File: config.mk
export PLATFORM = sky130hd
export DESIGN_NAME = divider_fp_32bit
export DESIGN_NICKNAME = d
export VERILOG_FILES = /design/src/rtl/fp_pkg.sv /design/src/rtl/div_step.sv /design/src/rtl/divider_fp_32bit.sv
export SDC_FILE = /design/constraint.sdc
export NUM_CORES = 1
export LEC_CHECK = 0
export ABC_AREA = 1
export ABC_CLOCK_PERIOD_IN_PS = 13100
export CORE_MARGIN = 8
export CORE_UTILIZATION = 55
export DETAILED_ROUTE_END_ITERATION = 6
export PLACE_DENSITY = 0.78
export SLEW_MARGIN = 20
export SYNTH_ARGS = -nofsm -noshare
export SYNTH_HDL_FRONTEND = slang
export SYNTH_SLANG_ARGS = --single-unit
File: constraint.sdc
create_clock -name clk -period 13.1 [get_ports clk]
set_clock_uncertainty 0.15 [all_clocks]
set_input_delay 1.965 -clock clk [delete_from_list [all_inputs] [get_ports clk]]
set_output_delay 1.965 -clock clk [all_outputs]
set_load 0.02 [all_outputs]
File: src/rtl/fp_pkg.sv
// fp_pkg: shared defaults, FSM states and constants for the sign-magnitude fixed-point divider.
package fp_pkg;
    localparam int N_DEF = 32;
    localparam int Q_DEF = 15;
    localparam int CNT_W = 8;
    localparam logic [63:0] SAT_MAG = '1;
    typedef enum logic [1:0] {IDLE, CALC, DONE} state_t;
endpackage

File: src/rtl/div_step.sv
// div_step: one combinational restoring shift/subtract step of the divider.
module div_step #(
    parameter int W = 31
) (
    input  logic [W-1:0] rem_in,
    input  logic         bit_in,
    input  logic [W-1:0] dvs,
    output logic [W-1:0] rem_out,
    output logic         q
);
    logic [W:0] sh;
    assign sh = {rem_in, bit_in};
    assign q = sh >= {1'b0, dvs};
    // rem_in < dvs keeps both the difference and the unchanged shift within W bits
    assign rem_out = q ? W'(sh - {1'b0, dvs}) : sh[W-1:0];
endmodule

File: src/rtl/divider_fp_32bit.sv
// divider_fp_32bit: sequential restoring divider for sign-magnitude Q-format words.
// Define DIVIDER_FP_ROUND_EN for an extra guard-bit iteration and round-half-up.
module divider_fp_32bit
    import fp_pkg::*;
#(
    parameter int N = N_DEF,
    parameter int Q = Q_DEF
) (
    input  logic         clk,
    input  logic         rst,
    input  logic         start,
    input  logic [N-1:0] in_a,
    input  logic [N-1:0] in_b,
    output logic [N-1:0] result,
    output logic         busy,
    output logic         done,
    output logic         ovf,
    output logic         dz
);
    localparam int M = N - 1;
`ifdef DIVIDER_FP_ROUND_EN
    localparam int L = N + Q;
`else
    localparam int L = N - 1 + Q;
`endif
    state_t state, state_n;
    logic [CNT_W-1:0] cnt;
    logic [M-1:0] dvs, rem, rem_n, mag;
    logic [L-1:0] dq, qx;
    logic sgn, qb, sat, dzc;

    div_step #(.W(M)) u_step (
        .rem_in (rem),
        .bit_in (dq[L-1]),
        .dvs    (dvs),
        .rem_out(rem_n),
        .q      (qb)
    );

`ifdef DIVIDER_FP_ROUND_EN
    assign qx = {1'b0, dq[L-1:1]} + L'(dq[0]);
`else
    assign qx = dq;
`endif
    assign dzc = ~|dvs;
    assign sat = |qx[L-1:M];
    assign mag = (dzc | sat) ? SAT_MAG[M-1:0] : qx[M-1:0];
    assign busy = state != IDLE;

    always_comb begin
        state_n = IDLE;
        case (state)
            IDLE: state_n = start ? (|in_b[M-1:0] ? CALC : DONE) : IDLE;
            CALC: state_n = cnt == CNT_W'(L - 1) ? DONE : CALC;
            default: state_n = IDLE;
        endcase
    end

    always_ff @(posedge clk or posedge rst) begin
        if (rst) state <= IDLE;
        else state <= state_n;
    end

    always_ff @(posedge clk or posedge rst) begin
        if (rst) begin
            cnt    <= '0;
            dvs    <= '0;
            rem    <= '0;
            dq     <= '0;
            sgn    <= 1'b0;
            result <= '0;
            done   <= 1'b0;
            ovf    <= 1'b0;
            dz     <= 1'b0;
        end else begin
            done <= 1'b0;
            case (state)
                IDLE: if (start) begin
                    cnt <= '0;
                    dvs <= in_b[M-1:0];
                    rem <= '0;
                    dq  <= {in_a[M-1:0], {(L-M){1'b0}}};
                    sgn <= in_a[N-1] ^ in_b[N-1];
                    ovf <= 1'b0;
                    dz  <= 1'b0;
                end
                CALC: begin
                    cnt <= cnt + 1'b1;
                    rem <= rem_n;
                    dq  <= {dq[L-2:0], qb};
                end
                default: begin
                    done   <= 1'b1;
                    dz     <= dzc;
                    ovf    <= ~dzc & sat;
                    result <= {sgn & |mag, mag};
                end
            endcase
        end
    end
endmodule

# Word level (Yosys, flattened, before mapping)
# Cells that the tools add are included.
dict set report classes {
  add_sub_neg 2
  n_lt_le_gt_ge 1
  n_eq_ne 3
  muxes 16
  bitwise_logic 5
  n_reduce_logical 12
}
# cell count
set ops {}
lappend ops {{2-to-1 mux 31 bit} 3}
lappend ops {{OR reduction 31 bit} 3}
lappend ops {{one-hot mux 46 bit (2 select lines)} 1}
lappend ops {{one-hot mux 31 bit (2 select lines)} 1}
lappend ops {{2-to-1 mux 46 bit} 1}
lappend ops {{greater-or-equal comparator 32 x 31 -> 1 bit} 1}
lappend ops {{subtractor 31 bit} 1}
lappend ops {{one-hot mux 8 bit (2 select lines)} 1}
lappend ops {{OR reduction 15 bit} 1}
lappend ops {{adder 8 x 1 -> 8 bit (second input constant)} 1}
lappend ops {{== test 8 x 6 -> 1 bit (second input constant)} 1}
lappend ops {{2-to-1 mux 8 bit} 1}
lappend ops {{2-to-1 mux 2 bit} 3}
lappend ops {{AND reduction 2 bit} 3}
lappend ops {{one-hot mux 1 bit (2 select lines)} 2}
lappend ops {{one-hot mux 2 bit (2 select lines)} 1}
lappend ops {{nonzero test 2 bit} 2}
lappend ops {{bitwise AND 1 bit} 2}
lappend ops {{== test 2 x 1 -> 1 bit (second input constant)} 1}
lappend ops {{zero test 2 bit} 1}
lappend ops {{2-to-1 mux 1 bit} 2}
lappend ops {{inequality test 2 bit (second input constant)} 1}
lappend ops {{OR reduction 2 bit} 1}
lappend ops {{zero test 1 bit} 1}
lappend ops {{other kinds (3)} 3}
dict set report totals {
  ff_bits 154
  inputBits 67
  out_inout_bits 36
  elab_cells 49
}

# Longest topological paths before layout
dict set report depth {
  word_depth 6
  ltp_mapped 16
  depth_no_buf 16
}

# Cells and area by module
# From an unflattened synthesis, not the netlist that was laid out.
dict set report hier_totals {
  cells_unflattened 1360
  area_unflattened_um2 9816.9
}
# module n_inst cells_each area_each_um2 seq_area_each_um2
set modules_own_cells {}
lappend modules_own_cells {divider_fp_32bit 1 729 6899.1 3853.7}
lappend modules_own_cells {div_step 1 631 2917.8 0.0}

# Worst setup path before layout
# No wires, ideal clock.
dict set report synth_path {
  path_type {input -> register}
  from {input start}
  to {register dq[24]}
  setup_time_ns 0.133
  arrival_time_ns 2.763
  t_required_ns 12.817
  path_slack_ns 10.055
  path_stages 7
  path_buffers 2
  cell_sequence {inv_1 nor2_1 buf_2 inv_2 buf_2 o22ai_1 a21oi_1}
}
dict set report synth_between {
  elab_chain_len 2
}
# element line_no
set synth_rtl {}
lappend synth_rtl {{from (decl)} divider_fp_32bit.sv:11} ;# input logic start,
lappend synth_rtl {{inequality test 2 bit (no source line)} --}
lappend synth_rtl {{AND reduction 2 bit (no source line)} --}
lappend synth_rtl {{to (signal assigned)} divider_fp_32bit.sv:82} ;# dq <= {in_a[M-1:0], {(L-M){1'b0}}};
lappend synth_rtl {{to (signal assigned)} divider_fp_32bit.sv:90} ;# dq <= {dq[L-2:0], qb};
lappend synth_rtl {{to (decl)} divider_fp_32bit.sv:29} ;# logic [L-1:0] dq, qx;
# No other way between the ends.
# A chain may end at the register's enable or synchronous reset.

# Worst setup path after layout
dict set report layout_path {
  from {input start}
  to {register cnt[3]}
}
dict set report layout_between {
  elab_chain_len 2
}
# element line_no
set layout_rtl {}
lappend layout_rtl {{inequality test 2 bit (no source line)} --}
lappend layout_rtl {{AND reduction 2 bit (no source line)} --}
lappend layout_rtl {{to (signal assigned)} divider_fp_32bit.sv:88} ;# cnt <= cnt + 1'b1;
lappend layout_rtl {{to (decl)} divider_fp_32bit.sv:27} ;# logic [CNT_W-1:0] cnt;
# No other way between the ends.

==> metrics.txt <==
# TYPE chip_impl_metric gauge
chip_impl_info{name="status",value="finished, final reports clean"} 1
chip_impl_metric{name="share_of_total_power_in_combinational_logic",unit="%"} 60.3
chip_impl_metric{name="clock_tree.htree_level_count",unit=""} 4
chip_impl_info{name="layout_commonest_cell",value="sky130_fd_sc_hd__nand2_1"} 1
chip_impl_metric{name="peakVddDrop",unit="uV"} 162.4
chip_impl_info{name="root_buffer",value="sky130_fd_sc_hd__clkbuf_16"} 1
chip_impl_metric{name="slew_viol_final",unit=""} 0
chip_impl_metric{name="final_cell_count_no_fill",unit=""} 1597
chip_impl_metric{name="cp_max_fo",unit=""} 66
chip_impl_metric{name="dp.final_hpwl",unit="um"} 18480
chip_impl_metric{name="drt_wl_total",unit="um"} 25600
chip_impl_metric{name="gr-usage-met3",unit="%"} 4.633
chip_impl_metric{name="power.sequential.fraction",unit="%"} 24.5
chip_impl_metric{name="report.final.hold_viol_count",unit=""} 0
chip_impl_metric{name="max_slew.worst_pin.slew",unit="ns"} 0.9116
chip_impl_metric{name="cpPeakStageDelay",unit="ns"} 0.54
chip_impl_metric{name="numPlacedInstances",unit=""} 1565
chip_impl_metric{name="p_leak",unit="nW"} 5.500
chip_impl_metric{name="final.fill_count",unit=""} 1359
chip_impl_info{name="grt_setup_unrepaired",value="false"} 1
chip_impl_metric{name="fp.dieW",unit="um"} 145.2
chip_impl_metric{name="core_area",unit="mm2"} 0.01647
chip_impl_metric{name="timing.final.crit_period",unit="ns"} 4.131
chip_impl_metric{name="synthesis.area_per_instance",unit="um2"} 7.193
chip_impl_metric{name="via_count_of_the_first_global_routing_pass",unit=""} 8342
chip_impl_metric{name="cts-hold-fix-buffers",unit=""} 0
chip_impl_metric{name="drc",unit=""} 0
chip_impl_metric{name="post_drt_via_cell_ratio",unit=""} 5.403
chip_impl_metric{name="max_cap_violations",unit=""} 0
chip_impl_metric{name="grt_use_met1",unit="%"} 31.86
chip_impl_metric{name="clock_path_buffers",unit=""} 2
chip_impl_info{name="cp-start-kind",value="input port"} 1
chip_impl_metric{name="clk-insertion-delay-late",unit="ns"} 0.44
chip_impl_metric{name="pwr-share-clk",unit="%"} 15.3
chip_impl_metric{name="upper_clock_frequency_limit",unit="GHz"} 0.2421
chip_impl_metric{name="max-slew-margin-rel",unit="%"} 39.22
chip_impl_metric{name="use_met2",unit="%"} 41.03
chip_impl_metric{name="syn-num-nets",unit=""} 1378
chip_impl_metric{name="ant_nets",unit=""} 0
chip_impl_metric{name="synth_cells",unit=""} 1277
chip_impl_metric{name="largest_net_degree_at_the_start_of_global_routing",unit=""} 106
chip_impl_metric{name="cts_buffers",unit=""} 17
chip_impl_metric{name="syn_to_final_growth",unit="%"} 19.32
chip_impl_metric{name="design.final.nets",unit=""} 1465
chip_impl_metric{name="die_height",unit="um"} 145.2
chip_impl_metric{name="switching_power",unit="mW"} 1.683
chip_impl_metric{name="die_area",unit="mm2"} 0.02109
chip_impl_metric{name="io_buffer_count",unit=""} 102
chip_impl_info{name="layout.cells.most_common_list",value="sky130_fd_sc_hd__nand2_1, sky130_fd_sc_hd__inv_1, sky130_fd_sc_hd__dfrtp_1, sky130_fd_sc_hd__clkdlybuf4s50_1, sky130_fd_sc_hd__nor2_1"} 1
chip_impl_metric{name="hold_slack",unit="ns"} 0.3392
chip_impl_metric{name="critPathArrivalTime",unit="ns"} 4.34
chip_impl_metric{name="drive_gt1_share",unit="%"} 4.793
chip_impl_metric{name="grt_overflow",unit=""} 0
chip_impl_metric{name="diodes",unit=""} 0
chip_impl_info{name="worstSetupPathType",value="input port to register"} 1
chip_impl_metric{name="number_of_flip_flops_and_latches_in_the_synthesized_netlist",unit=""} 154
chip_impl_metric{name="gr-usage-all-layers",unit="%"} 24.61
chip_impl_info{name="crit_end_category",value="register"} 1
chip_impl_metric{name="tns",unit="ns"} 0
chip_impl_info{name="worst_hold_path_type",value="register to register"} 1
chip_impl_metric{name="switching_share",unit="%"} 49.54
chip_impl_info{name="tritoncts_clock_tree",value="done"} 1
chip_impl_metric{name="ys_seq_area_share",unit="%"} 41.96
chip_impl_metric{name="initial_utilization",unit="%"} 55.78
chip_impl_metric{name="pwr_density_cell",unit="mW/mm2"} 309.9
chip_impl_metric{name="post_cts_buffers",unit=""} 0
chip_impl_metric{name="grt_pass1_wl",unit="um"} 42580
chip_impl_metric{name="initial_antenna_violation_count",unit=""} 0
chip_impl_metric{name="setup_violations",unit=""} 0
chip_impl_metric{name="finalWeightedCongestion",unit=""} 0.9543
chip_impl_info{name="globalRoute.busiestLayer",value="met2"} 1
chip_impl_metric{name="design.portCount",unit=""} 103
chip_impl_metric{name="postCtsResizedCells",unit=""} 0
chip_impl_metric{name="data_required_critical_path",unit="ns"} 13.31
chip_impl_metric{name="power_report.internal_total",unit="mW"} 1.714
chip_impl_info{name="crit_path_cell_trace",value="clkdlybuf4s50_1, inv_1, nor2_4, buf_4, nor2_4, buf_4, inv_2, o21ai_0"} 1
chip_impl_metric{name="post_syn_area",unit="mm2"} 0.009185
chip_impl_metric{name="post_drt_wl_per_cell",unit="um"} 16.03
chip_impl_metric{name="drt_first_iter_violations",unit=""} 695
chip_impl_metric{name="worst_setup_hold_path_clk_slew",unit="ns"} 0.07
chip_impl_info{name="critPathSlowestCell",value="sky130_fd_sc_hd__buf_4"} 1
chip_impl_metric{name="clock_sink_count",unit=""} 154
chip_impl_metric{name="synth-warning-count",unit=""} 0
chip_impl_metric{name="post_synth_num_cell_types",unit=""} 38
chip_impl_metric{name="final.period_utilization",unit="%"} 31.54
chip_impl_metric{name="rows",unit=""} 47
chip_impl_metric{name="dr.pass1.iters",unit=""} 5
chip_impl_metric{name="num_vias",unit=""} 8629
==> stage by stage <==
stage	power [mW]	utilization, %	setup slack (ns)	instance area, um2
after floorplan	2.340	-	6.835	9185
after global placement	2.781	62.86	8.598	10350
after detailed placement	2.835	62.86	8.551	10350
after CTS	3.375	66.56	8.969	10960
after global routing	3.708	66.56	8.771	10960
final	3.396	66.56	8.969	10960
==> cell usage after synthesis (all sizes together) <==
cell / instances / area share [%]
fa: 1 / 0.22
nand3: 63 / 3.5
dfrtp: 154 / 42
o21bai: 1 / 0.082
nor3: 7 / 0.56
clkinv: 1 / 0.041
nand2: 403 / 17
nand4: 24 / 1.6
nor2: 92 / 4.2
nor4: 16 / 1.2
o21ai: 42 / 2.3
o22ai: 54 / 3.7
buf: 16 / 1.2
and2: 2 / 0.14
and3: 1 / 0.068
nand3b: 24 / 2.0
or2: 2 / 0.14
ha: 33 / 4.5
xnor2: 16 / 1.5
mux2: 1 / 0.12
inv: 223 / 9.1
clkbuf: 24 / 0.98
a21oi: 77 / 4.2
==> power by group through the flow <==
stage,sequential [mW],combinational [mW],clock (mW)
5_1_grt,0.853,2.31,0.540
3_5_place_dp,0.829,2.01,0
3_3_place_gp,0.825,1.96,0
4_1_cts,0.827,2.03,0.520
6_report,0.831,2.05,0.518
2_1_floorplan,0.817,1.52,0
==> final timing paths <==
kind / depth (start not counted) / end / slack [ns] / startpoint
hold / removal: 2 / result[7] / 0.34 / result[7]
hold reg to reg: 2 / result[7] / 0.34 / result[7]
setup / recovery: 8 / cnt[3] / 8.97 / start
max in group asynchronous: 3 / result[30] / 9.68 / rst
min in group asynchronous: 2 / result[10] / 1.96 / rst
setup reg to reg: 16 / rem[29] / 9.70 / dq[45]
==> cells by family after synthesis <==
| kind of cell | after synthesis | share of synthesized area [%] |
|---|---|---|
| XOR/XNOR | 16 | 1.526 |
| adder cells (fa/ha/maj) | 34 | 4.713 |
| multiplexers | 1 | 0.1226 |
| AO/OA/AOI/OAI | 174 | 10.28 |
| buffers and inverters | 264 | 11.29 |
| AND/OR/NAND/NOR | 634 | 30.10 |
| flip-flops | 154 | 41.96 |
==> area by class of cell <==
| cell class | instances | area (um2) | area share (%) |
|---|---|---|---|
| multi-input combinational | 859 | 4309 | 39.32 |
| sequential | 154 | 3854 | 35.16 |
| timing repair buffer | 108 | 1066 | 9.727 |
| inverter | 224 | 845.8 | 7.718 |
| clock buffer | 18 | 429.2 | 3.916 |
| tap | 220 | 275.3 | 2.512 |
| clock inverter | 14 | 180.2 | 1.644 |
==> sequential cells by signal, summed over array words and instances (netlist names) <==
register  flops
cnt           8
done          1
ovf           1
state         2
dvs          31
dz            1
sgn           1
dq           46
result       32
rem          31
==> per-layer routing <==
layer	share of wire (%)	wire length, um	vias to the layer above
li1	-	-	4221
met1	44	11160	4058
met2	48	12400	305
met3	6.0	1524	45
met4	2.0	515	0
met5	0	0	-
==> critical path: cells and delay by family <==
| kind | cells | cell delay, ns |
|---|---|---|
| AO/OA/AOI/OAI | 1 | 0.21 |
| AND/OR/NAND/NOR | 2 | 0.45 |
| buffers and inverters | 5 | 1.68 |
(Power assumes the default switching activity.)
